`src/rtl/emesh_reg_master_pkg.sv`:
```
// Shared op codes, status codes, FSM states and fixed packet field values
// for the emesh register-access initiator.
package emesh_reg_master_pkg;

  typedef enum logic [1:0] {
    OP_WRITE = 2'd0,
    OP_READ  = 2'd1,
    OP_POLL  = 2'd2,
    OP_RSVD  = 2'd3
  } rm_op_e;

  typedef enum logic [1:0] {
    ST_OK      = 2'd0,
    ST_TIMEOUT = 2'd1,
    ST_BADOP   = 2'd2
  } rm_status_e;

  typedef enum logic [2:0] {
    S_IDLE  = 3'd0,
    S_ISSUE = 3'd1,
    S_WAIT  = 3'd2,
    S_GAP   = 3'd3,
    S_RESP  = 3'd4
  } rm_state_e;

  localparam logic [1:0] DATAMODE_WORD = 2'b10;
  localparam logic [4:0] CTRLMODE_NONE = 5'd0;
  localparam int unsigned ATT_W        = 16;

endpackage

```
`src/rtl/emesh_reg_master_e2p.sv`:
```
// Packs single-beat register access fields into an emesh packet:
// {srcaddr, data, dstaddr, ctrlmode, datamode, write}.
module emesh_reg_master_e2p
  import emesh_reg_master_pkg::*;
#(
  parameter int unsigned AW      = 32,
  parameter int unsigned PW      = 2*AW+40,
  parameter int unsigned ID      = 0,
  parameter int unsigned SRCADDR = 0
) (
  input  logic          i_write,
  input  logic [5:0]    i_reg,
  input  logic [AW-1:0] i_data,
  output logic [PW-1:0] o_packet_c
);

  localparam int unsigned SW = PW - 8 - 2*AW;
  localparam logic [2:0]  ID3 = 3'(ID);

  logic [AW-1:0] w_dstaddr;

  assign w_dstaddr  = AW'({ID3, i_reg, 2'b00});
  assign o_packet_c = {SW'(SRCADDR), i_data, w_dstaddr, CTRLMODE_NONE, DATAMODE_WORD, i_write};

endmodule

```
`src/rtl/emesh_reg_master.sv`:
```
// Register-access initiator: turns host WRITE/READ/POLL commands into single-beat
// emesh packets and returns read data, status and attempt count.
module emesh_reg_master
  import emesh_reg_master_pkg::*;
#(
  parameter int unsigned AW       = 32,
  parameter int unsigned PW       = 2*AW+40,
  parameter int unsigned ID       = 0,
  parameter int unsigned SRCADDR  = 0,
  parameter int unsigned POLL_MAX = 256,
  parameter int unsigned POLL_GAP = 4
) (
  input  logic             clk,
  input  logic             nreset,
  input  logic             cmd_valid,
  output logic             cmd_ready,
  input  logic [1:0]       cmd_op,
  input  logic [5:0]       cmd_reg,
  input  logic [AW-1:0]    cmd_data,
  input  logic [AW-1:0]    cmd_mask,
  output logic             rsp_valid,
  input  logic             rsp_ready,
  output logic [1:0]       rsp_status,
  output logic [AW-1:0]    rsp_data,
  output logic [ATT_W-1:0] rsp_attempts,
  output logic             reg_access,
  output logic [PW-1:0]    reg_packet,
  input  logic [AW-1:0]    reg_rdata,
  output logic             busy
);

  localparam int unsigned POLL_LIM = (POLL_MAX == 0) ? 1 : ((POLL_MAX > 65535) ? 65535 : POLL_MAX);
  localparam int unsigned GW       = (POLL_GAP > 1) ? $clog2(POLL_GAP) : 1;

  rm_state_e        r_state, w_state_nxt;
  rm_op_e           r_op, w_op_nxt;
  logic [5:0]       r_reg, w_reg_nxt;
  logic [AW-1:0]    r_data, w_data_nxt;
  logic [AW-1:0]    r_mask, w_mask_nxt;
  rm_status_e       r_rsp_status, w_status_nxt;
  logic [AW-1:0]    r_rsp_data, w_rdata_nxt;
  logic [ATT_W-1:0] r_attempts, w_attempts_nxt;
  logic [GW-1:0]    r_gap, w_gap_nxt;
  logic             r_cmd_ready, w_cmd_ready_nxt;
  logic             r_rsp_valid, w_rsp_valid_nxt;
  logic             r_busy, r_access;
  logic [PW-1:0]    r_packet;
  logic             w_accept, w_match, w_issue;
  logic [AW-1:0]    w_pk_data;
  logic [PW-1:0]    w_packet;

  // Next-state and next-value logic; outputs below are all registered.
  always_comb begin
    w_state_nxt     = r_state;
    w_op_nxt        = r_op;
    w_reg_nxt       = r_reg;
    w_data_nxt      = r_data;
    w_mask_nxt      = r_mask;
    w_status_nxt    = r_rsp_status;
    w_rdata_nxt     = r_rsp_data;
    w_attempts_nxt  = r_attempts;
    w_gap_nxt       = r_gap;
    w_cmd_ready_nxt = 1'b0;
    w_rsp_valid_nxt = 1'b0;
    w_accept        = r_cmd_ready & cmd_valid;
    w_match         = ((reg_rdata ^ r_data) & r_mask) == '0;
    unique case (r_state)
      S_IDLE: begin
        w_cmd_ready_nxt = ~w_accept;
        if (w_accept) begin
          w_op_nxt       = rm_op_e'(cmd_op);
          w_reg_nxt      = cmd_reg;
          w_data_nxt     = cmd_data;
          w_mask_nxt     = cmd_mask;
          w_rdata_nxt    = '0;
          w_attempts_nxt = '0;
          w_status_nxt   = ST_OK;
          if (rm_op_e'(cmd_op) == OP_RSVD) begin
            w_state_nxt  = S_RESP;
            w_status_nxt = ST_BADOP;
          end else begin
            w_state_nxt  = S_ISSUE;
          end
        end
      end
      S_ISSUE: w_state_nxt = (r_op == OP_WRITE) ? S_RESP : S_WAIT;
      S_WAIT: begin
        w_rdata_nxt = reg_rdata;
        if (r_op == OP_READ || w_match) begin
          w_state_nxt  = S_RESP;
          w_status_nxt = ST_OK;
        end else if (r_attempts >= ATT_W'(POLL_LIM)) begin
          w_state_nxt  = S_RESP;
          w_status_nxt = ST_TIMEOUT;
        end else if (POLL_GAP == 0) begin
          w_state_nxt  = S_ISSUE;
        end else begin
          w_state_nxt  = S_GAP;
          w_gap_nxt    = GW'(POLL_GAP - 1);
        end
      end
      S_GAP: begin
        if (r_gap == '0) w_state_nxt = S_ISSUE;
        else             w_gap_nxt   = r_gap - GW'(1);
      end
      S_RESP: begin
        if (r_rsp_valid && rsp_ready) w_state_nxt = S_IDLE;
        else                          w_rsp_valid_nxt = 1'b1;
      end
      default: w_state_nxt = S_IDLE;
    endcase
    w_issue = (w_state_nxt == S_ISSUE);
    // Count a read each time one is launched, saturating.
    if (w_issue && w_op_nxt != OP_WRITE && w_attempts_nxt != '1)
      w_attempts_nxt = w_attempts_nxt + ATT_W'(1);
  end

  assign w_pk_data = (w_op_nxt == OP_WRITE) ? w_data_nxt : '0;

  emesh_reg_master_e2p #(
    .AW      (AW),
    .PW      (PW),
    .ID      (ID),
    .SRCADDR (SRCADDR)
  ) u_e2p (
    .i_write    (w_op_nxt == OP_WRITE),
    .i_reg      (w_reg_nxt),
    .i_data     (w_pk_data),
    .o_packet_c (w_packet)
  );

  always_ff @(posedge clk) begin
    if (!nreset) begin
      r_state      <= S_IDLE;
      r_op         <= OP_WRITE;
      r_reg        <= '0;
      r_data       <= '0;
      r_mask       <= '0;
      r_rsp_status <= ST_OK;
      r_rsp_data   <= '0;
      r_attempts   <= '0;
      r_gap        <= '0;
      r_cmd_ready  <= 1'b0;
      r_rsp_valid  <= 1'b0;
      r_busy       <= 1'b0;
      r_access     <= 1'b0;
      r_packet     <= '0;
    end else begin
      r_state      <= w_state_nxt;
      r_op         <= w_op_nxt;
      r_reg        <= w_reg_nxt;
      r_data       <= w_data_nxt;
      r_mask       <= w_mask_nxt;
      r_rsp_status <= w_status_nxt;
      r_rsp_data   <= w_rdata_nxt;
      r_attempts   <= w_attempts_nxt;
      r_gap        <= w_gap_nxt;
      r_cmd_ready  <= w_cmd_ready_nxt;
      r_rsp_valid  <= w_rsp_valid_nxt;
      r_busy       <= (w_state_nxt != S_IDLE);
      r_access     <= w_issue;
      if (w_issue) r_packet <= w_packet;
    end
  end

  assign cmd_ready    = r_cmd_ready;
  assign rsp_valid    = r_rsp_valid;
  assign rsp_status   = r_rsp_status;
  assign rsp_data     = r_rsp_data;
  assign rsp_attempts = r_attempts;
  assign reg_access   = r_access;
  assign reg_packet   = r_packet;
  assign busy         = r_busy;

endmodule

```
`config.mk`:
```
export PLATFORM = sky130hd
export DESIGN_NAME = emesh_reg_master
export DESIGN_NICKNAME = d
export VERILOG_FILES = /design/src/rtl/emesh_reg_master_pkg.sv /design/src/rtl/emesh_reg_master_e2p.sv /design/src/rtl/emesh_reg_master.sv
export SDC_FILE = /design/constraint.sdc
export NUM_CORES = 1
export LEC_CHECK = 0
export ABC_CLOCK_PERIOD_IN_PS = 5500
export BUFFER_PORTS_ARGS = -buffer_cell sky130_fd_sc_hd__buf_2
export CAP_MARGIN = 20
export CORE_UTILIZATION = 30
export CTS_CLUSTER_SIZE = 40
export DETAILED_ROUTE_END_ITERATION = 12
export HOLD_SLACK_MARGIN = 0.06
export PLACE_DENSITY_LB_ADDON = 0.3
export SYNTH_ARGS = -nofsm -noshare
export SYNTH_HDL_FRONTEND = slang
export SYNTH_SLANG_ARGS = --single-unit
export TNS_END_PERCENT = 100
```
`constraint.sdc`:
```
create_clock -name clk -period 5.5 [get_ports clk]
set_clock_uncertainty 0.05 [all_clocks]
set_input_delay 0.55 -clock clk [delete_from_list [all_inputs] [get_ports clk]]
set_output_delay 0.55 -clock clk [all_outputs]
set_load 0.01 [all_outputs]
```
==> metrics <==
Routed wire per std cell=16.3 µm; gr ovfl total=0; relative slew slack=0.321; number of warning messages in the yosys log=0; Netlist Area Pre-Place=0.00719 mm²; crit path cell chain=or2_4 > nor3_4 > buf_4 > o22ai_1 > or4_1 > or4_1 > a21oi_1; I/O pin count=roughly 270; kind of critical path=reg2reg; top cell type by total area after synthesis=dfxtp_1; Worst EP arrival=3.77 ns; clock root buffer=clkbuf_16; share of the clock period used by the worst path=0.629; core area=0.0235 mm²; number of DRC violations after detailed-routing iteration 0=429; area occupied by multi-input gates=around 0.0033 mm²; top cell type's share of synthesized area=0.476; Net count, final=around 1100; adder-cell share of the synthesized area=0.00348; Fmax=0.289 GHz; average via count per standard cell=4.64; post-CTS clock slew at the launch and capture registers of the worst setup and hold paths=about 0.07 ns; result of the run=finished, final reports clean; Post-CTS Hold Buffers=0; largest cells by area after synthesis=dfxtp_1 (48%), nand2_1 (9.5%), a21oi_1 (7.6%); die width=about 160 µm; critical path's top delay family=simple AND/OR/NAND/NOR gates; clock period minus worst slack=3.46 ns; Port Buffers=201; initial standard-cell utilization of the core=0.306; Max Cap Violations=0; Clock H-tree levels=4; required arrival time at the worst endpoint=5.81 ns; max reg flops=40; post-synthesis xor/xnor area fraction=0.0463; delay of the slowest cell on the worst path=about 0.7 ns; total wire length=22.1 mm; Post-Synthesis Mean Instance Area=8.49 µm²; share of the yosys chip area belonging to registers=0.476; RSZ-0062 raised after global routing=no; die height=157 µm; global-route usage over all layers=0.176; number of enable-type register cells in the synthesized netlist=0; Top FF cell, synth=dfxtp_1; combinational family with the most area after synthesis=simple AND/OR/NAND/NOR gates; TritonCTS clock tree=built; post-route setup slack=a little over 2 ns; slowest stage cell, crit path=buf_4; setup_tns=0 ns; length of the first detailed-routing pass in iterations=5; Area Growth Syn to Fin=23.2%; buffers from clock root to sink, at most=2; clock latency on the worst-skew pair=between 0.4 and 0.5 ns; Crit Path Max Fanout=79; cell with the most instances on the worst path=or4_1; power density over the cells=324 mW/mm²; floorplan row count=56; Post-DP HPWL=roughly 15 mm; Final ANT Viol Nets=0; WP buf/inv=1; synthesized-area fraction occupied by ao, oa, aoi and oai cells=0.171; endpoint type of the worst setup path=flip-flop; HP Class=in2reg; Die Footprint=0.0246 mm²; total cell area at the placement stage=0.00822 mm²; cts bufs inserted=17; transition at the pin with the smallest max-transition slack=between 1 and 1.5 ns; via count of the first global-routing pass=5639; final cell utilization of the core=0.377; Hold Fails Final Rpt=0; global-route wire length before repair=between 30 and 40 mm; post-synthesis cell type count=between 50 and 60; leading cell types by count after synthesis=nand2_1 (182), dfxtp_1 (171), a21oi_1 (109); area occupied by registers=0.00342 mm²; Synth async-reset ratio=0; kind of start point of the critical path=flip-flop; post-synthesis register bit count=171; weighted congestion at the end of routability-driven global placement=0.801; fraction of final layout cells sized beyond drive strength 1=0.248; Fill cells=2504; post-CTS setup buffers=0; CTS resizes=0; area share of and/or/nand/nor cells after synthesis=0.191; # setup viols final=0; number of antenna violations at the first check in global routing=2; post-route DRC violation count=0; worst supply voltage drop on vdd=0.163 mV; total number of vias=6285; total number of clock tree sinks=171; mux cell area share after synthesis=0.0125; most common cell in the synthesized netlist=nand2_1; Lkg Pwr=3.78 nW; Final Max Tran Viols=0; pre-CTS setup slack=2.04 ns; Final Instance Area=about 0.0089 mm²; post-synthesis instance total=847; maximum number of pins on one net before global-route repair=103
==> layout by cell type, fill, tap and decap left out, drive strengths merged, types with 4 or more instances in the layout <==
cell type,count
or3,6
mux2i,9
a22o,32
clkinv,5
dfxtp,171
nand3,38
conb,64
clkbuf,17
a22oi,17
nor2,36
or4,8
a21oi,109
nor3,5
nand2,182
and3,4
buf,208
xor2,34
a211oi,8
xnor2,4
nor4,5
nand4,7
inv,18
==> metrics by stage <==
stage	hold slack [ns]	power [mW]	std cells
after floorplan	0.386	1.57	910
after global placement	0.391	1.68	1320
after detailed placement	0.400	1.68	1320
after CTS	0.252	2.90	1352
after global routing	0.256	3.00	1355
final	0.267	2.87	1355
==> cells by family (layout without fill, tap and decap cells) <==
family / after synthesis / after routing
compound gates: 193 / 193
xor+xnor: 38 / 38
buf+inv: 126 / 250
simple gates: 307 / 307
other cells: 1 / 66
mux: 9 / 9
flops: 171 / 171
fa+ha+maj: 2 / 2
==> layer usage <==
layer	GRT usage	part of all wire	up-vias
met5	0	0	-
met1	0.249	0.48	2943
met4	0.0509	0.0096	0
met2	0.263	0.46	204
met3	0.0424	0.059	13
li1	-	-	3125
==> final cells by class <==
cell class,count,share of cell area
Clock buffer,17,0.0480
Sequential cell,171,0.387
Antenna cell,2,0.000565
Timing Repair Buffer,208,0.122
Multi-Input combinational cell,613,0.374
Tap cell,319,0.0451
Clock inverter,15,0.0198
Inverter,10,0.00452
==> where the power goes <==
| part | internal [mW] | switching (mW) | leakage [nW] | total, mW |
|---|---|---|---|---|
| combinational | 0.111 | 0.220 | 2.10 | 0.331 |
| sequential | 1.29 | 0.0337 | 1.39 | 1.32 |
| clock | 0.652 | 0.570 | 0.294 | 1.22 |
==> path summary, 6_finish.rpt <==
check | from | to | slack [ns] | depth (start not counted)
hold / removal | rsp_ready | rsp_valid | 0.27 | 2
setup / recovery | r_state[1] | rsp_attempts[8] | 2.04 | 7
setup reg to reg | r_state[1] | rsp_attempts[8] | 2.04 | 7
hold reg to reg | r_mask[2] | r_mask[2] | 0.41 | 2
No activity file was read; power rests on OpenSTA's default activity.
